File: config.mk
export PLATFORM = sky130hd
export DESIGN_NAME = pulse_width_monitor
export DESIGN_NICKNAME = d
export VERILOG_FILES = /design/src/rtl/pw_mon_pkg.sv /design/src/rtl/pulse_width_monitor_chan.sv /design/src/rtl/pulse_width_monitor.sv
export SDC_FILE = /design/constraint.sdc
export NUM_CORES = 1
export LEC_CHECK = 0
export CAP_MARGIN = 5
export CORE_UTILIZATION = 45
export DETAILED_ROUTE_END_ITERATION = 6
export PLACE_DENSITY = 0.65
export RECOVER_POWER = 50
export SLEW_MARGIN = 10
export SYNTH_ARGS = -nofsm -noshare
export SYNTH_HDL_FRONTEND = slang
export SYNTH_SLANG_ARGS = --single-unit
File: constraint.sdc
create_clock -name clk -period 11.46 [get_ports clk]
set_input_delay 2.292 -clock clk [delete_from_list [all_inputs] [get_ports clk]]
set_output_delay 2.292 -clock clk [all_outputs]
set_load 0.05 [all_outputs]
File: src/rtl/pw_mon_pkg.sv
// Shared definitions for the pulse-width monitor:
// per-channel FSM states and check-mode encodings.
package pw_mon_pkg;

    typedef enum logic [1:0] {
        ST_ARM  = 2'd0,
        ST_WAIT = 2'd1,
        ST_MEAS = 2'd2
    } chan_state_e;

    localparam logic [1:0] MODE_NONE = 2'b00;
    localparam logic [1:0] MODE_HIGH = 2'b01;
    localparam logic [1:0] MODE_LOW  = 2'b10;
    localparam logic [1:0] MODE_BOTH = 2'b11;

    function automatic logic level_checked(
        input logic [1:0] mode,
        input logic       level
    );
        logic en;
        case (mode)
            MODE_NONE: en = 1'b0;
            MODE_HIGH: en = level;
            MODE_LOW:  en = !level;
            MODE_BOTH: en = 1'b1;
            default:   en = 1'b0;
        endcase
        return en;
    endfunction

endpackage

File: src/rtl/pulse_width_monitor_chan.sv
// One monitored channel: edge tracking, width counter
// and the violation decision for each completed pulse.
module pw_mon_chan
    import pw_mon_pkg::*;
#(
    parameter int CW = 8
) (
    input  logic          clk,
    input  logic          rst,
    input  logic          sig,
    input  logic [CW-1:0] cfg_limit,
    input  logic [CW-1:0] cfg_thresh,
    input  logic [1:0]    cfg_mode,
    output logic          viol_next,
    output logic          viol_pulse
);

    localparam logic [CW-1:0] CNT_MAX = '1;

    chan_state_e   state_q, state_d;
    logic          prev_q, prev_d;
    logic [CW-1:0] count_q, count_d;
    logic          viol_q, viol_d;
    logic          sig_edge;
    logic          bad_width;

    assign sig_edge = sig != prev_q;

    // Saturated widths are unknown-length pulses, never reported.
    assign bad_width = level_checked(cfg_mode, prev_q)
                     && (cfg_limit != '0)
                     && (count_q != CNT_MAX)
                     && (count_q >= cfg_thresh)
                     && (count_q < cfg_limit);

    always_comb begin
        state_d = state_q;
        prev_d  = sig;
        count_d = count_q;
        viol_d  = 1'b0;
        case (state_q)
            ST_ARM: begin
                state_d = ST_WAIT;
            end
            ST_WAIT: begin
                if (sig_edge) begin
                    count_d = CW'(1);
                    state_d = ST_MEAS;
                end
            end
            ST_MEAS: begin
                if (sig_edge) begin
                    viol_d  = bad_width;
                    count_d = CW'(1);
                end else if (count_q != CNT_MAX) begin
                    count_d = count_q + CW'(1);
                end
            end
            default: begin
                state_d = ST_ARM;
            end
        endcase
    end

    always_ff @(posedge clk) begin
        if (rst) begin
            state_q <= ST_ARM;
            prev_q  <= 1'b0;
            count_q <= '0;
            viol_q  <= 1'b0;
        end else begin
            state_q <= state_d;
            prev_q  <= prev_d;
            count_q <= count_d;
            viol_q  <= viol_d;
        end
    end

    assign viol_next  = viol_d;
    assign viol_pulse = viol_q;

endmodule

File: src/rtl/pulse_width_monitor.sv
// Multi-channel pulse-width monitor: per-channel checkers
// plus sticky flags and a saturating violation total.
module pulse_width_monitor
    import pw_mon_pkg::*;
#(
    parameter int NCH = 4,
    parameter int CW  = 8,
    parameter int VCW = 16
) (
    input  logic            clk,
    input  logic            rst,
    input  logic [NCH-1:0]  sig_in,
    input  logic [CW-1:0]   cfg_limit,
    input  logic [CW-1:0]   cfg_thresh,
    input  logic [1:0]      cfg_mode,
    input  logic            clr,
    output logic [NCH-1:0]  viol_pulse,
    output logic [NCH-1:0]  viol_flag,
    output logic [VCW-1:0]  viol_cnt
);

    localparam int SW = VCW + 6;
    localparam logic [VCW-1:0] CNT_MAX = '1;

    logic [NCH-1:0] hit;
    logic [NCH-1:0] flag_q, flag_d;
    logic [VCW-1:0] cnt_q, cnt_d;
    logic [SW-1:0]  pop;
    logic [SW-1:0]  sum;

    for (genvar g = 0; g < NCH; g++) begin : g_chan
        pw_mon_chan #(
            .CW(CW)
        ) u_chan (
            .clk        (clk),
            .rst        (rst),
            .sig        (sig_in[g]),
            .cfg_limit  (cfg_limit),
            .cfg_thresh (cfg_thresh),
            .cfg_mode   (cfg_mode),
            .viol_next  (hit[g]),
            .viol_pulse (viol_pulse[g])
        );
    end

    // Flags and total load on the same edge as the pulse register.
    always_comb begin
        pop = '0;
        for (int i = 0; i < NCH; i++) begin
            pop = pop + SW'(hit[i]);
        end
        sum    = (clr ? '0 : {6'b0, cnt_q}) + pop;
        cnt_d  = (sum > SW'(CNT_MAX)) ? CNT_MAX : sum[VCW-1:0];
        flag_d = (clr ? '0 : flag_q) | hit;
    end

    always_ff @(posedge clk) begin
        if (rst) begin
            flag_q <= '0;
            cnt_q  <= '0;
        end else begin
            flag_q <= flag_d;
            cnt_q  <= cnt_d;
        end
    end

    assign viol_flag = flag_q;
    assign viol_cnt  = cnt_q;

endmodule

Word-level counts from Yosys, hierarchy flattened
Index checks and enable logic that the tools add are counted.
{ "classes": {"addsub": 8, "order_cmp": 9, "eq_ne": 27, "mux": 39, "bitwise": 5, "reduce_logical": 38} }
{ "op_table": {"columns": ["cell", "n"], "rows": [
  ["two-way mux 8 bit", 12],
  ["case mux 8 bit (2 select lines)", 4],
  ["adder 8 x 1 -> 8 bit, second input constant", 4],
  [">= comparator 8 bit", 4],
  ["< comparator 8 bit", 4],
  ["two-way mux 16 bit", 2],
  ["!= test 8 bit, second input constant", 4],
  ["case mux 2 bit (3 select lines)", 4],
  ["adder 16 x 4 -> 17 bit", 1],
  ["greater-than comparator 17 x 16 -> 1 bit, second input constant", 1],
  ["logical AND 1 bit", 16],
  ["case mux 1 bit (4 select lines)", 4],
  ["equality test 2 bit, second input constant", 6],
  ["!= test 3 x 1 -> 1 bit, second input constant", 4],
  ["AND reduction 3 bit", 4],
  ["equality test 2 x 1 -> 1 bit, second input constant", 5],
  ["zero test 2 bit", 5],
  ["two-way mux 1 bit", 8],
  ["two-way mux 2 bit", 4],
  ["!= test 2 x 1 -> 1 bit, second input constant", 4],
  ["AND reduction 2 bit", 4],
  ["nonzero test 2 bit", 4],
  ["nonzero test 8 bit", 1],
  ["adder 3 x 1 -> 4 bit", 1],
  ["other kinds (7)", 16]
]} }
{ "word_totals": {"ff_bits": 68, "input_bits": 25, "output_inout_bits": 24, "word_cells": 144} }

Longest topological paths before layout
Gate-level depths: netlist (run 1).
{ "logic_depth": {"ltp_word": 14, "mapped_depth": 15, "mapped_depth_nobuf": 15} }

Hierarchy
From an unflattened synthesis (run 1), not the netlist that was laid out.
{ "hier_totals": {"hier_cells": 635, "hier_area_um2": 5073.6} }
{ "by_module_without_submodules": {"columns": ["module", "instances", "cells_per_inst", "area_per_inst_um2", "seq_area_each_um2"], "rows": [
  ["pw_mon_chan (g_chan[2].u_chan ...)", 2, 126, 987.2, 240.2],
  ["pw_mon_chan (g_chan[0].u_chan)", 1, 136, 1087.3, 240.2],
  ["pulse_width_monitor", 1, 123, 1026.0, 400.4],
  ["pw_mon_chan (g_chan[1].u_chan)", 1, 124, 985.9, 240.2]
]} }

Worst setup path before layout (run 1)
OpenSTA, ideal clock, no wires.
{ "synth_timing": {"path_type": "in2reg", "from": "input cfg_limit[7]", "to": "register cnt_q[0], in the netlist viol_cnt[0]", "setup_time_ps": 71, "arrival_time_ps": 5443, "t_required_ps": 11389, "setup_slack_ps": 5946, "stages": 14, "n_path_buf": 1, "cell_sequence": "inv_1 > ha_1 > a2111oi_0 > o31a_1 > nand4_1 > fa_1 > fa_1 > inv_1 > fa_1 > nand2_1 > nor4_4 > nand3_1 > buf_2 > a21oi_1"} }
{ "synth_between": {"elab_chain_len": 13, "word_cells_on_any_way": 35, "cone_classes": "4 x add/sub; 5 x order compare; 9 x mux; 17 x reduce/logical"} }
{ "synth_lines": {"columns": ["item", "line_no", "text"], "rows": [
  ["start: declaration", "pulse_width_monitor.sv:13", "input logic [CW-1:0] cfg_limit,"],
  ["parallel branches: the longest is 9 deep, another holds < comparator 8 bit", null, null],
  ["adder 3 x 1 -> 4 bit *", "pulse_width_monitor.sv:50", "pop = pop + SW'(hit[i]);"],
  ["adder 16 x 4 -> 17 bit *", "pulse_width_monitor.sv:52", "sum = (clr ? '0 : {6'b0, cnt_q}) + pop;"],
  ["greater-than comparator 17 x 16 -> 1 bit", "pulse_width_monitor.sv:53", "cnt_d = (sum > SW'(CNT_MAX)) ? CNT_MAX : sum[VCW-1:0];"],
  ["two-way mux 16 bit *", "pulse_width_monitor.sv:53", null],
  ["end signal: assignment", "pulse_width_monitor.sv:63", "cnt_q <= cnt_d;"],
  ["end: declaration", "pulse_width_monitor.sv:27", "logic [VCW-1:0] cnt_q, cnt_d;"]
]} }
Mark *: on every way between the ends.
A chain may end at the register's enable or synchronous reset.

Worst setup path after layout (run 1)
{ "layout_timing": {"from": "input cfg_limit[5]", "to": "register cnt_q[11], in the netlist viol_cnt[11]"} }
The elaborated chain is that of the path after synthesis.

==> results of run 1 <==
routing by layer:
| metal | global-route usage | vias up | part of all wire |
|---|---|---|---|
| met5 | 0 | - | 0 |
| met4 | 0.111 | 0 | 0.033 |
| met3 | 0.0448 | 26 | 0.041 |
| met2 | 0.372 | 87 | 0.46 |
| met1 | 0.281 | 2015 | 0.46 |
| li1 | - | 2146 | - |
registers in the layout, indices dropped and copies added (netlist names):
register                  cells
g_chan.u_chan.prev_q          4
viol_cnt                     16
g_chan.u_chan.viol_pulse      4
viol_flag                     4
g_chan.u_chan.count_q        32
g_chan.u_chan.state_q         8
through the flow:
| step | instances | setup WS, ps | total power, mW | utilization |
|---|---|---|---|---|
| after CTS | 756 | 5260 | 0.707 | 0.541 |
| after floorplan | 569 | 5950 | 0.452 | - |
| after detailed placement | 740 | 4860 | 0.516 | 0.525 |
| after global routing | 756 | 4800 | 0.758 | 0.541 |
| after global placement | 740 | 4950 | 0.505 | 0.525 |
| final | 756 | 5180 | 0.702 | 0.541 |
worst max-delay path, delay by kind of cell:
kind | cells | cell delay [ps]
adder cells (fa/ha/maj) | 4 | 1470
buffers and inverters | 3 | 720
AND/OR/NAND/NOR | 5 | 1460
AO/OA/AOI/OAI | 3 | 600
layout make-up:
cell class	instances	area, sq um	share of cell area
multi-input combinational	447	3320	0.587
sequential	68	1360	0.240
timing repair buffer	49	479	0.0846
tap	136	170	0.0301
inverter	40	150	0.0265
clock buffer	11	141	0.0250
clock inverter	5	36.3	0.00641
power by group through the flow:
stage	Clock (mW)	Sequential [mW]	Combinational, mW
2_1_floorplan	0	0.278	0.175
3_5_place_dp	0	0.285	0.231
5_1_grt	0.207	0.283	0.267
6_report	0.190	0.280	0.232
3_3_place_gp	0	0.284	0.222
4_1_cts	0.195	0.279	0.233
final timing paths:
| path | start | cells past startpoint | to | slack (ps) |
|---|---|---|---|---|
| min reg2reg | viol_flag[2] | 2 | viol_flag[2] | 470 |
| max reg2reg | g_chan[2].u_chan.count_q[2] | 13 | viol_cnt[11] | 7270 |
| max | cfg_limit[5] | 15 | viol_cnt[11] | 5180 |
| min | viol_flag[2] | 2 | viol_flag[2] | 470 |
Yosys cell counts (6+ instances only):
cell and n:
sky130_fd_sc_hd__a211oi_1 10, sky130_fd_sc_hd__a21o_1 6, sky130_fd_sc_hd__a21oi_1 41, sky130_fd_sc_hd__and3_1 9, sky130_fd_sc_hd__clkbuf_1 8, sky130_fd_sc_hd__dfxtp_1 68
sky130_fd_sc_hd__ha_1 81, sky130_fd_sc_hd__inv_1 40, sky130_fd_sc_hd__nand2_1 21, sky130_fd_sc_hd__nand2b_1 16, sky130_fd_sc_hd__nand3_1 19, sky130_fd_sc_hd__nand4_1 11
sky130_fd_sc_hd__nor2_1 57, sky130_fd_sc_hd__nor2b_1 12, sky130_fd_sc_hd__nor3_1 7, sky130_fd_sc_hd__o2111ai_1 7, sky130_fd_sc_hd__o211ai_1 8, sky130_fd_sc_hd__o21ai_0 24
sky130_fd_sc_hd__o22ai_1 8, sky130_fd_sc_hd__xnor2_1 17, sky130_fd_sc_hd__xor2_1 20
kinds of logic after synthesis:
logic type / synth area share
simple gates: 0.205
buf+inv: 0.0447
flops: 0.278
compound gates: 0.178
fa+ha+maj: 0.219
xor+xnor: 0.0694
mux: 0.00638
==> qor.log, run 1 <==
[cts] later-pin clock latency in the skew report 370 ps
[power_and_ir_drop] peak supply drop 0.0758 mV
[global_route] vias in the first global route 4,233
[cells_and_area] synthesis-to-layout area growth 15.5%
[timing] Final Setup Violations 0
[power_and_ir_drop] static leakage power 2.37 nW
[job] number of max-cap violations 1
[timing] Worst Hold Margin 474 ps
[timing] Tcrit/Tclk final 0.548
[synthesis] number of instances in the synthesized netlist 569
[cts] CTS sink cnt 68
[global_route] antenna violations before repair 0
[synthesis] Synth top area share 0.278
[cells_and_area] post-route cell area 5660 sq um
[power_and_ir_drop] share of total power consumed by net switching 0.385
[cells_and_area] fraction of layout cells with a size suffix above 1 0.0403
[timing] highest clock frequency the design can meet 0.159 GHz
[die] ports placed on the boundary 49
[setup_path] category of the most critical setup path input pin to flip-flop
[placement] RD Place Congestion 0.887
[die] die area 11,300 sq um
[synthesis] number of enable-type register cells in the synthesized netlist 0
[setup_path] startpoint type of the worst setup path input pin
[global_route] pin count of the biggest net entering global routing 49
[cells_and_area] most used cells in the layout excluding fill and tap cells sky130_fd_sc_hd__ha_1 (81), sky130_fd_sc_hd__dfxtp_1 (68), sky130_fd_sc_hd__nor2_1 (57)
[timing] unrepaired setup endpoints after global routing no
[power_and_ir_drop] internal power summed over all cells 0.432 mW
[setup_path] data arrival time of the critical path 6560 ps
[hold_path] Hold Crit Class flip-flop to flip-flop
[synthesis] proportion of synthesized flip-flops having asynchronous set or reset 0
[route] DR WL/cell 16.0 microns
[cts] CTS buffer count 9
[global_route] grt total ovfl 0
[route] length of the first detailed-routing pass in iterations 5
[setup_path] critical path peak fanout 14
[route] initial DRC count 206
[placement] number of buffers added on ports 48
[synthesis] flops & latches, synth 68
[global_route] first-pass GRT wire length 20.1 mm
[timing] max_slew headroom -0.501
[cells_and_area] layout net count 724
[setup_path] CP Cell Sequence clkdlybuf4s50_1 > inv_1 > ha_1 > a21oi_1 > o22ai_1 > nor4b_1 > nand3_1 > fa_1 > fa_1 > inv_1 > fa_1 > nand2_1 > nor4_4 > nand3_1 > o211ai_1
[synthesis] synth top area cells sky130_fd_sc_hd__dfxtp_1 (28%), sky130_fd_sc_hd__ha_1 (21%), sky130_fd_sc_hd__nor2_1 (4.4%)
[outcome] result of the run finished with violations
[synthesis] largest area contributor in the synthesized netlist sky130_fd_sc_hd__dfxtp_1
[global_route] aggregate global-route resource usage 0.227
[cts] root buffer cell sky130_fd_sc_hd__clkbuf_8
[timing] number of slew-limit violations in the final report 49
[synthesis] commonest register cell after synthesis sky130_fd_sc_hd__dfxtp_1
[power_and_ir_drop] sequential power share 0.398
[die] starting density of the core 0.469
[setup_path] largest incremental delay on the critical path 520 ps
[die] Die W 106 microns
[setup_path] cell with the largest stage delay on the worst path sky130_fd_sc_hd__nand3_1
[cts] clock tree from TritonCTS done
[timing] actual transition at the worst max-transition pin 2250 ps
[cts] clock transition at the registers of the reported paths 80 ps
[power_and_ir_drop] power share of the combinational group 0.331
[power_and_ir_drop] clock network fraction of total power 0.271
[timing] setup total negative slack 0 ps
[route] via density per instance 5.65
[setup_path] Required @ worst endpoint 11,740 ps
[die] chip height 106 microns
[power_and_ir_drop] switching power summed over all nets 0.270 mW
[timing] worst clock skew 14.9 ps
[placement] estimated wirelength of the detail-placed design 9.12 mm
[die] Row Count 37
[die] area inside the core boundary 10,500 sq um
[cts] Gates resized, CTS repair 0
[synthesis] Mapped Nets 678
[outcome] failing checks max-capacitance violations, max-slew violations
[timing] final period demand of the worst path 6280 ps
[cts] Post-CTS Setup Bufs 0
[synthesis] number of distinct library cells after synthesis 57
[cts] H-tree Lvls 3
[power_and_ir_drop] power density of the placed cells 124 nW/um^2
[cells_and_area] most common cell after layout, fill and taps aside sky130_fd_sc_hd__ha_1
[synthesis] sequential fraction of the synthesis area 0.278
[route] total vias in the final route 4,274
[cts] hold buffers post-CTS 0
[placement] Post-Place Cell Area 5490 sq um
[synthesis] synth warn 0
[route] wirelength, routed 12.1 mm
[route] Antenna Nets Post-Route 0
[setup_path] critical path endpoint category flip-flop
[route] DRC violation count after routing 0
[cells_and_area] filler cell count in the final layout 991
[cells_and_area] Antenna Diode Count 0
[timing] Hold Fails Final Rpt 0
[synthesis] Cell Area, Synth 4900 sq um
[synthesis] mean post-synth cell area 8.62 sq um
[setup_path] most frequent CP cell sky130_fd_sc_hd__fa_1
[cts] number of buffers on the longest clock path 2
Note: power is estimated with default switching activity, not from simulation.
==> run 2, diff against run 1 <==
--- a/config.mk
+++ b/config.mk
@@ -8,7 +8,7 @@
 export CAP_MARGIN = 5
 export CORE_UTILIZATION = 45
 export DETAILED_ROUTE_END_ITERATION = 6
-export PLACE_DENSITY = 0.65
+export PLACE_DENSITY = 0.68
 export RECOVER_POWER = 50
 export SLEW_MARGIN = 10
 export SYNTH_ARGS = -nofsm -noshare
==> constraint.sdc (replaced) <==
create_clock -name clk -period 5.04 [get_ports clk]
set_input_delay 1.008 -clock clk [delete_from_list [all_inputs] [get_ports clk]]
set_output_delay 1.008 -clock clk [all_outputs]
set_load 0.05 [all_outputs]
==> run 2 against run 1 <==
Effect of this change: the run still ends with max-capacitance violations, max-slew violations left; combinational power increased by 130%; register-to-register slack got worse by 6100 ps; highest routed layer unchanged; core utilization up 0.92 points; first-iteration DRC count is 36% higher.
==> qor.log, run 2 (synthesis results as in run 1) <==
[cells_and_area] most used cells in the layout excluding fill and tap cells sky130_fd_sc_hd__ha_1 (81), sky130_fd_sc_hd__dfxtp_1 (68), sky130_fd_sc_hd__nor2_1 (57) [unchanged]
[timing] Final Setup Violations 0 [unchanged]
[cts] clock transition at the registers of the reported paths 80 ps [about the same]
[global_route] first-pass GRT wire length 20.3 mm [was 20.1 mm]
[setup_path] CP Cell Sequence clkdlybuf4s50_1 > inv_1 > ha_1 > a2111oi_0 > o31a_1 > nand4_1 > fa_1 > fa_1 > inv_1 > fa_1 > nand2_1 > nor4_4 > nand3_1 > buf_4 > o22ai_1 [was clkdlybuf4s50_1 > inv_1 > ha_1 > a21oi_1 > o22ai_1 > nor4b_1 > nand3_1 > fa_1 > fa_1 > inv_1 > fa_1 > nand2_1 > nor4_4 > nand3_1 > o211ai_1]
[die] area inside the core boundary 10,500 sq um [unchanged]
[cts] Post-CTS Setup Bufs 0 [unchanged]
[global_route] antenna violations before repair 0 [unchanged]
[setup_path] kind of cell with the highest combined delay on the critical path adder cells [unchanged]
[hold_path] Hold Crit Class flip-flop to flip-flop [unchanged]
[cells_and_area] most common cell after layout, fill and taps aside sky130_fd_sc_hd__ha_1 [unchanged]
[timing] setup total negative slack 0 ps [unchanged]
[cts] number of buffers on the longest clock path 2 [unchanged]
[route] total vias in the final route 4,318 [was 4,274]
[setup_path] Required @ worst endpoint 5310 ps [was 11,740 ps]
[setup_path] cell with the largest stage delay on the worst path sky130_fd_sc_hd__fa_1 [was sky130_fd_sc_hd__nand3_1]
[route] length of the first detailed-routing pass in iterations 5 [unchanged]
[setup_path] Bufs and invs on worst path 4 [was 3]
[power_and_ir_drop] power density of the placed cells 291 nW/um^2 [was 124 nW/um^2]
[setup_path] setup slack of the worst register-to-register path 1130 ps [was 7270 ps]
[cts] CTS sink cnt 68 [unchanged]
[global_route] grt total ovfl 0 [unchanged]
[job] number of max-cap violations 1 [unchanged]
[die] Row Count 37 [unchanged]
[hold_path] capture endpoint of the worst hold path viol_flag[0] [was viol_flag[2]]
[cells_and_area] filler cell count in the final layout 974 [was 991]
[cells_and_area] fraction of layout cells with a size suffix above 1 0.0494 [was 0.0403]
[hold_path] worst hold path depth 2 [unchanged]
[timing] Tcrit/Tclk final 0.953
[cts] later-pin clock latency in the skew report 350 ps [was 370 ps]
[cells_and_area] synthesis-to-layout area growth 17.4% [was 15.5%]
[setup_path] logic depth of the worst register-to-register path 13 [unchanged]
[timing] Hold Fails Final Rpt 0 [unchanged]
[cells_and_area] layout net count 732 [was 724]
[outcome] result of the run finished with violations [unchanged]
[route] via density per instance 5.66 [was 5.65]
[timing] final period demand of the worst path 4810 ps
[placement] number of buffers added on ports 48 [unchanged]
[route] DR WL/cell 15.8 microns [was 16.0 microns]
[setup_path] category of the most critical setup path input pin to flip-flop [unchanged]
[cells_and_area] Seq. cell area 1360 sq um [unchanged]
[route] Antenna Nets Post-Route 0 [unchanged]
[timing] actual transition at the worst max-transition pin 1780 ps [was 2250 ps]
[timing] number of slew-limit violations in the final report 38 [was 49]
[timing] unrepaired setup endpoints after global routing no [unchanged]
[setup_path] most frequent CP cell sky130_fd_sc_hd__fa_1 [unchanged]
[setup_path] critical path endpoint category flip-flop [unchanged]
[hold_path] hold path startpoint viol_flag[0] [was viol_flag[2]]
[timing] highest clock frequency the design can meet 0.208 GHz
[setup_path] critical path peak fanout 9 [was 14]
[cells_and_area] multi-input gate area in the final layout 3320 sq um [unchanged]
[cts] CTS buffer count 9 [unchanged]
[cts] root buffer cell sky130_fd_sc_hd__clkbuf_8 [unchanged]
[die] Die W 106 microns [unchanged]
[cells_and_area] flip-flop count of the largest register after layout 32 [unchanged]
[global_route] vias in the first global route 4,261 [was 4,233]
[cts] clock tree from TritonCTS done [unchanged]
[cells_and_area] Antenna Diode Count 0 [unchanged]
[power_and_ir_drop] static leakage power 2.44 nW [was 2.37 nW]
[route] wirelength, routed 12.1 mm [about the same]
[cts] H-tree Lvls 3 [unchanged]
[setup_path] R2R Path Start g_chan[2].u_chan.count_q[7] [was g_chan[2].u_chan.count_q[2]]
[setup_path] startpoint type of the worst setup path input pin [unchanged]
[setup_path] largest incremental delay on the critical path 560 ps [was 520 ps]
[placement] estimated wirelength of the detail-placed design 9.20 mm [was 9.12 mm]
[cts] Gates resized, CTS repair 0 [unchanged]
[outcome] failing checks max-capacitance violations, max-slew violations [unchanged]
[die] chip height 106 microns [unchanged]
[route] DRC violation count after routing 0 [unchanged]
[timing] worst clock skew 11.4 ps [was 14.9 ps]
[setup_path] worst r2r dst viol_cnt[7] [was viol_cnt[11]]
[cells_and_area] register with the most flip-flops g_chan.u_chan.count_q [unchanged]
[timing] max_slew headroom -0.186 [was -0.501]
[die] starting density of the core 0.469 [unchanged]
[placement] placed instance count 748 [was 740]
[die] die area 11,300 sq um [unchanged]
[global_route] pin count of the biggest net entering global routing 38 [was 49]
[global_route] aggregate global-route resource usage 0.227 [about the same]
[placement] RD Place Congestion 0.910 [was 0.887]
[route] initial DRC count 280 [was 206]
[setup_path] data arrival time of the critical path 5070 ps [was 6560 ps]
[cells_and_area] filler-free cell count of the finished design 763 [was 756]
[cts] hold buffers post-CTS 0 [unchanged]
[die] ports placed on the boundary 49 [unchanged]
[power_and_ir_drop] peak supply drop 0.176 mV [was 0.0758 mV]
-- run 2: cell count changes in the layout (fill, tap and decap cells not counted) --
cell and delta:
sky130_fd_sc_hd__inv_6 -1, sky130_fd_sc_hd__clkdlybuf4s50_1 -2, sky130_fd_sc_hd__buf_2 -1, sky130_fd_sc_hd__bufinv_16 +2, sky130_fd_sc_hd__buf_4 +8, sky130_fd_sc_hd__clkinvlp_4 -3
sky130_fd_sc_hd__dlygate4sd3_1 +2, sky130_fd_sc_hd__clkinv_4 +1, sky130_fd_sc_hd__clkbuf_1 +1
-- run 2: power breakdown --
part           total, mW  switching [mW]  internal [mW]
clock network      0.504           0.215          0.290
registers          0.633          0.0475          0.586
logic              0.540           0.333          0.208
total               1.68           0.595           1.08
-- run 2: how the worst max path moves through the flow --
stage                     cells past startpoint           end         start  slack, ps
final                                        15   viol_cnt[7]  cfg_limit[7]        230
after global routing                         15   viol_cnt[4]  cfg_limit[7]         90
after CTS                                    15   viol_cnt[7]  cfg_limit[7]        290
after detailed placement                     15   viol_cnt[7]  cfg_limit[7]        -70
after global placement                       15  viol_cnt[11]  cfg_limit[7]        180
after floorplan                              14   viol_cnt[0]  cfg_limit[7]        810
-- run 2: tightest hold or removal path: stages, from the launching register on --
cell                       delay (ps)
sky130_fd_sc_hd__dfxtp_1          310
sky130_fd_sc_hd__nand2b_1          60
sky130_fd_sc_hd__a21oi_1           50
-- run 2: routing by layer --
layer | wire, microns | part of all wire | global-route usage | up-vias
met5 | 0 | 0 | 0 | -
met4 | 240 | 0.020 | 0.0764 | 0
met3 | 589 | 0.049 | 0.0441 | 19
met2 | 5800 | 0.48 | 0.392 | 92
met1 | 5430 | 0.45 | 0.280 | 2037
li1 | - | - | - | 2170
-- run 2: area by class of cell --
type	instances	share of cell area
clock buffers	11	0.0246
clock inverters	4	0.0128
inverters	40	0.0261
multi-input cells	447	0.577
flip-flops and latches	68	0.236
well taps	136	0.0296
repair buffers	57	0.0934
-- run 2: stage by stage --
stage / setup slack (ps) / utilization / area (sq um) / hold WS, ps / power, mW
finish: 234 / 0.550 / 5760 / 470 / 1.68
global route: 85.9 / 0.550 / 5760 / 489 / 1.80
CTS: 294 / 0.551 / 5760 / 475 / 1.69
detailed placement: -71.2 / 0.530 / 5550 / 464 / 1.17
global placement: 183 / 0.530 / 5550 / 461 / 1.15
floorplan: 810 / - / 4900 / 478 / 1.03
==> run 3, diff against run 2 <==
--- a/config.mk
+++ b/config.mk
@@ -9,8 +9,8 @@
 export CORE_UTILIZATION = 45
 export DETAILED_ROUTE_END_ITERATION = 6
 export PLACE_DENSITY = 0.68
-export RECOVER_POWER = 50
-export SLEW_MARGIN = 10
+export RECOVER_POWER = 100
+export SLEW_MARGIN = 20
 export SYNTH_ARGS = -nofsm -noshare
 export SYNTH_HDL_FRONTEND = slang
 export SYNTH_SLANG_ARGS = --single-unit
==> run 3 against run 2 <==
Effect of this change: the run still ends with max-capacitance violations, max-slew violations left; sequential power is essentially flat; non-clock buffer count is the same; sequential share of layout area is essentially flat; design area shrank 0.15%; maximum frequency shrank 0.36%; worst setup slack lost 17 ps; count of clock-buffer cells in the layout is the same; combinational power is essentially flat; clock skew shrank 0.64 ps; wire length is essentially flat; worst hold slack lost 0.51 ps; core utilization shrank 0.084 points.
==> qor.log, run 3 (synthesis results as in run 1) <==
[timing] max_slew headroom -0.209 [was -0.186]
[setup_path] Required @ worst endpoint 5300 ps [was 5310 ps]
[cells_and_area] fraction of layout cells with a size suffix above 1 0.0447 [was 0.0494]
[cells_and_area] most common cell after layout, fill and taps aside sky130_fd_sc_hd__ha_1 [unchanged]
[cts] H-tree Lvls 3 [unchanged]
[cells_and_area] layout net count 732 [unchanged]
[timing] highest clock frequency the design can meet 0.207 GHz [was 0.208 GHz]
[die] area inside the core boundary 10,500 sq um [unchanged]
[setup_path] data arrival time of the critical path 5090 ps [was 5070 ps]
[cells_and_area] post-route cell area 5750 sq um [was 5760 sq um]
[die] Row Count 37 [unchanged]
[global_route] grt total ovfl 0 [unchanged]
[timing] Hold Fails Final Rpt 0 [unchanged]
[placement] placed instance count 748 [unchanged]
[route] DRC violation count after routing 0 [unchanged]
[outcome] failing checks max-capacitance violations, max-slew violations [unchanged]
[timing] unrepaired setup endpoints after global routing no [unchanged]
[cts] number of buffers on the longest clock path 2 [unchanged]
[placement] Post-Place Cell Area 5550 sq um [unchanged]
[power_and_ir_drop] peak supply drop 0.176 mV [about the same]
[outcome] result of the run finished with violations [unchanged]
[global_route] pin count of the biggest net entering global routing 38 [unchanged]
[placement] dpl ws -71.2 ps [unchanged]
[timing] setup total negative slack 0 ps [unchanged]
[die] ports placed on the boundary 49 [unchanged]
[global_route] aggregate global-route resource usage 0.227 [unchanged]
[power_and_ir_drop] Power, Total 1.68 mW [about the same]
[route] length of the first detailed-routing pass in iterations 5 [unchanged]
[global_route] vias in the first global route 4,261 [unchanged]
[power_and_ir_drop] clock network fraction of total power 0.301 [about the same]
[cells_and_area] filler-free cell count of the finished design 763 [unchanged]
[hold_path] Hold Crit Class flip-flop to flip-flop [unchanged]
[power_and_ir_drop] power share of the combinational group 0.322 [about the same]
[placement] estimated wirelength of the detail-placed design 9.20 mm [unchanged]
[route] wirelength, routed 12.1 mm [about the same]
[die] Die W 106 microns [unchanged]
[cts] root buffer cell sky130_fd_sc_hd__clkbuf_8 [unchanged]
[setup_path] category of the most critical setup path input pin to flip-flop [unchanged]
[timing] worst clock skew 10.8 ps [was 11.4 ps]
[setup_path] critical path endpoint category flip-flop [unchanged]
[power_and_ir_drop] internal power summed over all cells 1.08 mW [about the same]
[route] initial DRC count 282 [was 280]
[setup_path] startpoint type of the worst setup path input pin [unchanged]
[cts] hold buffers post-CTS 0 [unchanged]
[timing] final period demand of the worst path 4820 ps [was 4810 ps]
[cells_and_area] Seq. cell area 1360 sq um [unchanged]
[timing] Tcrit/Tclk final 0.957 [was 0.953]
[global_route] antenna violations before repair 0 [unchanged]
[power_and_ir_drop] switching power summed over all nets 0.596 mW [was 0.595 mW]
[cts] CTS sink cnt 68 [unchanged]
[cts] clock tree from TritonCTS done [unchanged]
[timing] number of slew-limit violations in the final report 38 [unchanged]
[timing] Final Setup Violations 0 [unchanged]
[cells_and_area] multi-input gate area in the final layout 3320 sq um [about the same]
[cts] Gates resized, CTS repair 0 [unchanged]
[power_and_ir_drop] power density of the placed cells 292 nW/um^2 [was 291 nW/um^2]
[route] DR WL/cell 15.8 microns [about the same]
[cells_and_area] Antenna Diode Count 0 [unchanged]
[timing] Worst Hold Margin 469 ps [was 470 ps]
[cells_and_area] filler cell count in the final layout 976 [was 974]
[cts] CTS buffer count 9 [unchanged]
[power_and_ir_drop] static leakage power 2.50 nW [was 2.44 nW]
[cells_and_area] flip-flop count of the largest register after layout 32 [unchanged]
[placement] number of buffers added on ports 48 [unchanged]
[placement] RD Place Congestion 0.910 [unchanged]
[job] number of max-cap violations 1 [unchanged]
[die] starting density of the core 0.469 [unchanged]
[die] chip height 106 microns [unchanged]
[route] via density per instance 5.67 [was 5.66]
[cells_and_area] utilization after layout 0.550 [about the same]
[timing] fin worst setup slack 217 ps [was 234 ps]
[cts] Post-CTS Setup Bufs 0 [unchanged]
[route] Antenna Nets Post-Route 0 [unchanged]
[global_route] first-pass GRT wire length 20.3 mm [unchanged]
[setup_path] critical path peak fanout 6 [was 9]
[die] die area 11,300 sq um [unchanged]
[power_and_ir_drop] share of total power consumed by net switching 0.355 [about the same]
[timing] actual transition at the worst max-transition pin 1810 ps [was 1780 ps]
[cts] later-pin clock latency in the skew report 360 ps [was 350 ps]
[route] total vias in the final route 4,326 [was 4,318]
[cells_and_area] synthesis-to-layout area growth 17.2% [was 17.4%]
[cells_and_area] register with the most flip-flops g_chan.u_chan.count_q [unchanged]
[cts] clock transition at the registers of the reported paths 80 ps [about the same]
[cells_and_area] most used cells in the layout excluding fill and tap cells sky130_fd_sc_hd__ha_1 (81), sky130_fd_sc_hd__dfxtp_1 (68), sky130_fd_sc_hd__nor2_1 (57) [unchanged]
[power_and_ir_drop] sequential power share 0.377 [about the same]
==> run 3: layer usage <==
layer	part of all wire	vias to the layer above	track usage	wire, microns
met1	0.46	2056	0.280	5530
li1	-	2172	-	-
met3	0.041	20	0.0441	493
met5	0	-	0	0
met4	0.021	0	0.0764	249
met2	0.48	78	0.392	5790
==> run 3: power by group through the flow <==
stage / combinational [mW] / clock [mW] / sequential [mW]
2_1_floorplan: 0.397 / 0 / 0.632
3_3_place_gp: 0.505 / 0 / 0.641
3_5_place_dp: 0.528 / 0 / 0.645
4_1_cts: 0.539 / 0.516 / 0.632
5_1_grt: 0.613 / 0.547 / 0.642
6_report: 0.540 / 0.505 / 0.633
==> run 3: critical path: stages <==
cell                              delay, ps
sky130_fd_sc_hd__clkdlybuf4s50_1        470
sky130_fd_sc_hd__inv_1                  130
sky130_fd_sc_hd__ha_1                   340
sky130_fd_sc_hd__a2111oi_0              510
sky130_fd_sc_hd__o31a_1                 220
sky130_fd_sc_hd__nand4_1                200
sky130_fd_sc_hd__fa_1                   550
sky130_fd_sc_hd__fa_1                   400
sky130_fd_sc_hd__inv_1                   80
sky130_fd_sc_hd__fa_1                   240
sky130_fd_sc_hd__nand2_1                130
sky130_fd_sc_hd__nor4_4                 280
sky130_fd_sc_hd__nand3_1                150
sky130_fd_sc_hd__clkbuf_1               180
sky130_fd_sc_hd__o211ai_1               180
==> run 3: cell type report <==
cell class,instances,area share
Clock buffer,11,0.0246
Clock inverter,4,0.0128
Inverter,40,0.0261
Multi-Input combinational cell,447,0.577
Sequential cell,68,0.237
Tap cell,136,0.0296
Timing Repair Buffer,57,0.0929
==> run 3: path summary, 6_finish.rpt <==
kind	slack, ps	end	cells after the start	start
max reg2reg	1120	viol_cnt[11]	13	g_chan[2].u_chan.count_q[7]
min	470	viol_flag[2]	2	viol_flag[2]
max	220	viol_cnt[11]	15	cfg_limit[7]
min reg2reg	470	viol_flag[2]	2	viol_flag[2]
